## config.mk

```make
export PLATFORM = sky130hd
export DESIGN_NAME = safe_code_tx
export DESIGN_NICKNAME = d
export VERILOG_FILES = /design/src/rtl/safe_lock_pkg.sv /design/src/rtl/safe_code_tx.sv
export SDC_FILE = /design/constraint.sdc
export NUM_CORES = 1
export LEC_CHECK = 0
export ABC_AREA = 1
export CAP_MARGIN = 40
export CORE_UTILIZATION = 45
export CTS_CLUSTER_DIAMETER = 50
export DETAILED_ROUTE_END_ITERATION = 16
export GPL_ROUTABILITY_DRIVEN = 1
export PLACE_DENSITY = 0.82
export SLEW_MARGIN = 0
export SYNTH_ARGS = -nofsm -noshare
export SYNTH_HDL_FRONTEND = slang
export SYNTH_SLANG_ARGS = --single-unit
```

## constraint.sdc

```tcl
create_clock -name clk -period 1.3 [get_ports clk]
set_input_delay 0.39 -clock clk [delete_from_list [all_inputs] [get_ports clk]]
set_output_delay 0.39 -clock clk [all_outputs]
set_load 0.005 [all_outputs]
```

## src/rtl/safe_lock_pkg.sv

```systemverilog
// Shared types and constants for the safe lock code transmitter and unlock mechanism.
package safe_lock_pkg;

  localparam int SAFE_CODE_W = 4;

  typedef enum logic [2:0] {
    IDLE  = 3'd0,
    SHIFT = 3'd1,
    GAP   = 3'd2,
    RESP  = 3'd3,
    DONE  = 3'd4
  } tx_state_t;

  // Width of a down-counter that must hold max_val; never narrower than one bit.
  function automatic int cnt_w(input int max_val);
    return (max_val < 1) ? 1 : $clog2(max_val + 1);
  endfunction

endpackage

```

## src/rtl/safe_code_tx.sv

```systemverilog
// Serialises a code word MSB-first to the lock, then waits a bounded window for
// an unlock indication and reports one pass/fail pulse per transaction.
module safe_code_tx
  import safe_lock_pkg::*;
#(
  parameter int CODE_W     = SAFE_CODE_W,
  parameter int GAP_CYCLES = 0,
  parameter int RESP_WIN   = 2
) (
  input  logic              clk,
  input  logic              rst,
  // Handshake: a word transfers on any rising edge where code_valid && code_ready;
  // code_ready is high exactly while idle, and code_valid is ignored otherwise.
  input  logic              code_valid,
  input  logic [CODE_W-1:0] code_data,
  output logic              code_ready,
  output logic              ser_val,
  output logic              ser_data,
  input  logic              resp_val,
  input  logic              resp_unlock,
  output logic              done,
  output logic              unlocked,
  output tx_state_t         dbg_state
);

  localparam int BW = cnt_w(CODE_W);
  localparam int GW = cnt_w(GAP_CYCLES);
  localparam int WW = cnt_w(RESP_WIN);

  tx_state_t         state_q;
  logic [CODE_W-1:0] sr_q;
  logic [BW-1:0]     bit_cnt_q;
  logic [GW-1:0]     gap_cnt_q;
  logic [WW-1:0]     win_cnt_q;
  logic              result_q;

  always_ff @(posedge clk) begin
    if (rst) begin
      state_q   <= IDLE;
      sr_q      <= '0;
      bit_cnt_q <= '0;
      gap_cnt_q <= '0;
      win_cnt_q <= '0;
      result_q  <= 1'b0;
    end else begin
      case (state_q)
        IDLE: begin
          if (code_valid) begin
            sr_q      <= code_data;
            bit_cnt_q <= BW'(CODE_W);
            state_q   <= SHIFT;
          end
        end
        SHIFT: begin
          sr_q      <= sr_q << 1;
          bit_cnt_q <= bit_cnt_q - 1'b1;
          if (bit_cnt_q == BW'(1)) begin
            win_cnt_q <= WW'(RESP_WIN);
            state_q   <= RESP;
          end else if (GAP_CYCLES > 0) begin
            gap_cnt_q <= GW'(GAP_CYCLES);
            state_q   <= GAP;
          end
        end
        GAP: begin
          if (gap_cnt_q == GW'(1)) begin
            state_q <= SHIFT;
          end else begin
            gap_cnt_q <= gap_cnt_q - 1'b1;
          end
        end
        RESP: begin
          // An unlock on the final window cycle still counts as a pass.
          if (resp_val && resp_unlock) begin
            result_q <= 1'b1;
            state_q  <= DONE;
          end else if (win_cnt_q == WW'(1)) begin
            result_q <= 1'b0;
            state_q  <= DONE;
          end else begin
            win_cnt_q <= win_cnt_q - 1'b1;
          end
        end
        DONE: begin
          state_q <= IDLE;
        end
        default: begin
          state_q <= IDLE;
        end
      endcase
    end
  end

  // Outputs decode registered state only, so no input reaches an output combinationally.
  assign code_ready = (state_q == IDLE);
  assign ser_val    = (state_q == SHIFT);
  assign ser_data   = (state_q == SHIFT) & sr_q[CODE_W-1];
  assign done       = (state_q == DONE);
  assign unlocked   = (state_q == DONE) & result_q;
  assign dbg_state  = state_q;

endmodule
```

==> flow_results.org <==
** Min path
- The path class of the tightest hold or removal check is flop to flop.

** Worst setup path
- On the worst path, the slowest cell contributes a delay of 0.38 ns.
- Top delay family on crit path :: flip-flops
- The critical path is of the flop to output port type.
- The signal on the critical path passes through inv_4 -> nor3_4 -> and2_1 -> buf_2.
- On the critical path, the stage with the largest delay is an instance of sky130_fd_sc_hd__dfxtp_4.
- Critical Path Start Type :: flop
- The critical path contains buffers and inverters numbering 2 combined.
- Arr. time, crit path :: 1.12 ns
- STA classifies the critical path endpoint as an output port.
- Maximum fanout count along the critical path :: 3
- CP Data Required Time :: 0.91 ns

** Floorplan
- Area of the placeable core :: 0.001524 sq mm
- Initial core utilization :: 48.28%
- The die covers 0.001801 sq mm.
- Height of the chip :: 42.44 um
- Floorplan row count :: 14
- In this run the count of I/O pins placed on the die edge is 17.
- In this run the horizontal extent of the chip is 42.44 um.

** Placed design
- Detail Placement HPWL :: 1231 um
- Worst setup timing slack at the placement stage :: -0.3089 ns
- Area after DPL :: 0.001017 sq mm
- During placement, the flow inserted port buffers numbering 16.
- Placer Congestion :: 0.7258

** Synth
- Counting distinct cell types in the post-synthesis netlist gives 23.
- A synthesized cell averages 7.213 sq um.
- Number of flip-flops and latches in the synthesized netlist :: 14
- Count of mapped cells out of synthesis :: 102
- The number of nets in the synthesized netlist is 114.
- The cell area that synthesis handed to floorplanning was 735.7 sq um.
- Count of synthesis-stage warnings from yosys :: 0
- The share of the Yosys chip area taken by registers is 38.10%.

** CTS
- In this run, post-CTS hold repair placed 0 buffers.
- CTS built an H-tree with a depth of 1.
- Clock-pin slew on the worst setup and hold paths :: 0.09 ns
- Clock tree from TritonCTS :: yes
- CTS saw 14 sinks.
- In this run the deepest clock path goes through 2 buffers.
- Worst-skew pair later-pin latency :: 0.29 ns
- CTS Root Buffer Type :: sky130_fd_sc_hd__clkbuf_4
- The number of clock buffers added by TritonCTS is 3.

** STA
- The final-report max-slew violation count came to 0.
- RSZ-0062 raised after global routing :: true
- In the final timing run, aggregate negative setup slack is -1.211 ns.
- Setup WS post-layout :: -0.2077 ns
- At the pin with the least slew margin, the transition time is 0.2288 ns.
- Final Hold Vio Count :: 0
- Maximum frequency from static timing analysis :: 663.3 MHz
- Measured against its own limit, the worst slew margin works out to 84.73%.
- Clock skew on the completed layout was measured at 0.009715 ns.
- Portion of the clock cycle consumed by the worst path in the final layout :: 116.0%
- The worst path in the final design needs a cycle of 1.508 ns, including I/O delays and setup.
- Setup violations remaining at the end of the flow were counted as 12.

** Global routing
- Vias in the first global route :: 754
- Global routing usage summed across all routing layers :: 22.30%
- Global-route wire length before repair :: 3063 um
- Initial antenna violation count :: 0
- After global routing the overflow that remains totals 0.
- Maximum number of pins on one net before global-route repair :: 9

** Route
- Dividing the detail-routed wire length by the instance count gives 14.56 um.
- Drt via density :: 5.444
- Via Count :: 871
- The detailed router put a total of 933 um of wire on met1.
- Met3 layer wire length in the routed design :: 113 um
- Summed over all nets, wire length on met2 after detailed routing comes to 1191 um.
- After the first detailed-routing iteration, the DRC count stood at 28.
- Sum of routed wire length over all layers :: 2329 um
- Antenna Violating Nets Remaining :: 0
- Max layer used :: met4
- TritonRoute pass-1 iters :: 4
- After detailed routing, the number of remaining DRC violations is 0.

** Outcome
- The flow ran to the end, but the final reports show violations.
- Violations in the final reports :: negative setup slack

** Power
- For this design the static power due to leakage is 0.0005541 uW.
- The clock network accounts for 9.5% of the total power.
- Combinational logic is responsible for 63.4% of the overall power.
- For this design the ratio of total power to cell area is 2321 mW/mm^2.
- Switching power :: 1207 uW
- IR analysis of the VDD net gives a maximum drop of 1310 uV.
- The share of total power dissipated in sequential elements is 27.1%.
- Switching share of total power :: 43.61%
- The internal power of the cells totals 1561 uW.

** Layout
- After the last flow step, the layout net total stands at 158.
- Cells with a size suffix above 1 make up 41.67% of the layout.
- Post-synthesis to final-layout area growth :: 62.07%
- Fill cells in the final layout number 108.
- Post-route standard cell area excluding fillers :: 0.001192 sq mm
- Number of diodes added for antenna fixing :: 0

** Run
- Maxcap violations :: 0
## logic make-up after synthesis
logic type | after synthesis | share of synthesized area [%]
AO/OA/AOI/OAI | 15 | 11.39
adder cells (fa/ha/maj) | 3 | 5.103
AND/OR/NAND/NOR | 53 | 35.72
buffers and inverters | 17 | 9.694
flip-flops | 14 | 38.10
## per-stage QoR
step	power [uW]	cells	utilization, %	hold WS, ns
CTS	2438	158	72.91	0.4633
global route	2943	160	78.24	0.4977
global placement	1966	148	66.75	0.4463
finish	2768	160	78.24	0.4642
detailed placement	2014	148	66.75	0.4509
floorplan	1475	102	-	0.4292
## synthesized netlist by cell type
cell type / n / area, sq um
sky130_fd_sc_hd__nor2_1: 17 / 63.81
sky130_fd_sc_hd__nand2_4: 1 / 11.26
sky130_fd_sc_hd__o22ai_2: 1 / 12.51
sky130_fd_sc_hd__or2_0: 1 / 6.260
sky130_fd_sc_hd__inv_1: 13 / 48.80
sky130_fd_sc_hd__or2_2: 1 / 6.260
sky130_fd_sc_hd__clkinv_1: 1 / 3.750
sky130_fd_sc_hd__a21oi_1: 7 / 35.03
sky130_fd_sc_hd__dfxtp_1: 14 / 280.3
sky130_fd_sc_hd__nor2_2: 2 / 12.51
sky130_fd_sc_hd__nand2_2: 1 / 6.260
sky130_fd_sc_hd__inv_2: 2 / 7.510
sky130_fd_sc_hd__nor3_1: 2 / 10.01
sky130_fd_sc_hd__nor3_2: 2 / 20.02
sky130_fd_sc_hd__nand3_2: 2 / 20.02
sky130_fd_sc_hd__buf_6: 1 / 11.26
sky130_fd_sc_hd__o21ai_0: 2 / 10.01
sky130_fd_sc_hd__o21ai_1: 4 / 20.02
sky130_fd_sc_hd__nand2_1: 12 / 45.04
sky130_fd_sc_hd__ha_1: 3 / 37.54
sky130_fd_sc_hd__a31oi_1: 1 / 6.260
sky130_fd_sc_hd__and2_1: 1 / 6.260
sky130_fd_sc_hd__nand3_1: 11 / 55.05
## state kept, by name (all words and copies together), names as in the netlist
signal,count
bit_cnt_q,3
win_cnt_q,2
sr_q,4
gap_cnt_q,1
dbg_state,3
result_q,1
## power groups by stage
stage / clock [uW] / combinational (uW) / sequential, uW
after floorplan: 0 / 766 / 710
after global placement: 0 / 1260 / 703
after detailed placement: 0 / 1300 / 716
after CTS: 250 / 1460 / 725
after global routing: 274 / 1900 / 765
final: 263 / 1760 / 749
## worst reg2reg max path: stages, from the launching register on
cell	delay (ns)
sky130_fd_sc_hd__dfxtp_4	0.37
sky130_fd_sc_hd__buf_4	0.15
sky130_fd_sc_hd__buf_4	0.14
sky130_fd_sc_hd__nor2_4	0.17
sky130_fd_sc_hd__nand3_1	0.12
sky130_fd_sc_hd__nand2_1	0.10
sky130_fd_sc_hd__inv_1	0.06
sky130_fd_sc_hd__nand3_1	0.09
sky130_fd_sc_hd__nand2_1	0.07
sky130_fd_sc_hd__nor2_1	0.10
## cells in the final DEF (no fill, tap or decap), types with 2 or more instances in the layout
| cell | instances |
|---|---|
| sky130_fd_sc_hd__o21ai_1 | 4 |
| sky130_fd_sc_hd__ha_1 | 3 |
| sky130_fd_sc_hd__nand3_4 | 3 |
| sky130_fd_sc_hd__clkbuf_4 | 3 |
| sky130_fd_sc_hd__nand2_4 | 2 |
| sky130_fd_sc_hd__dfxtp_1 | 11 |
| sky130_fd_sc_hd__inv_1 | 12 |
| sky130_fd_sc_hd__buf_6 | 5 |
| sky130_fd_sc_hd__nor2_4 | 4 |
| sky130_fd_sc_hd__inv_2 | 3 |
| sky130_fd_sc_hd__buf_2 | 6 |
| sky130_fd_sc_hd__nand2_1 | 11 |
| sky130_fd_sc_hd__a21oi_1 | 7 |
| sky130_fd_sc_hd__dfxtp_4 | 3 |
| sky130_fd_sc_hd__clkdlybuf4s50_1 | 8 |
| sky130_fd_sc_hd__buf_4 | 20 |
| sky130_fd_sc_hd__o21ai_0 | 2 |
| sky130_fd_sc_hd__nor2_1 | 14 |
| sky130_fd_sc_hd__nor3_4 | 2 |
| sky130_fd_sc_hd__nand3_1 | 9 |
| sky130_fd_sc_hd__nor3_2 | 2 |
## layer usage
layer | global-route usage (%) | up-vias
met5 | 0 | -
met4 | 11.25 | 0
met3 | 3.017 | 13
met2 | 39.38 | 37
met1 | 25.94 | 404
li1 | - | 417
## area by class of cell
type | count | area (sq um) | share of cell area [%]
clock buffer | 3 | 22.52 | 1.889
inverter | 16 | 62.56 | 5.247
multi-input combinational | 71 | 474.2 | 39.77
sequential | 14 | 291.5 | 24.45
tap | 16 | 20.02 | 1.679
timing repair buffer | 40 | 321.6 | 26.97
## repair_timing
item | in CTS | in global routing
gates resized for setup | 45 | 18
setup endpoints to repair | 8 | 21
setup buffers | 7 | 2
pin swaps | 5 | 3
## final timing paths
path,from,cells after the start,slack [ns],to
min reg2reg,gap_cnt_q,2,0.46,gap_cnt_q
max reg2reg,dbg_state[0],9,-0.13,dbg_state[1]
max,dbg_state[2],4,-0.21,unlocked
min,gap_cnt_q,2,0.46,gap_cnt_q
Note: power is estimated with default switching activity, not from simulation.
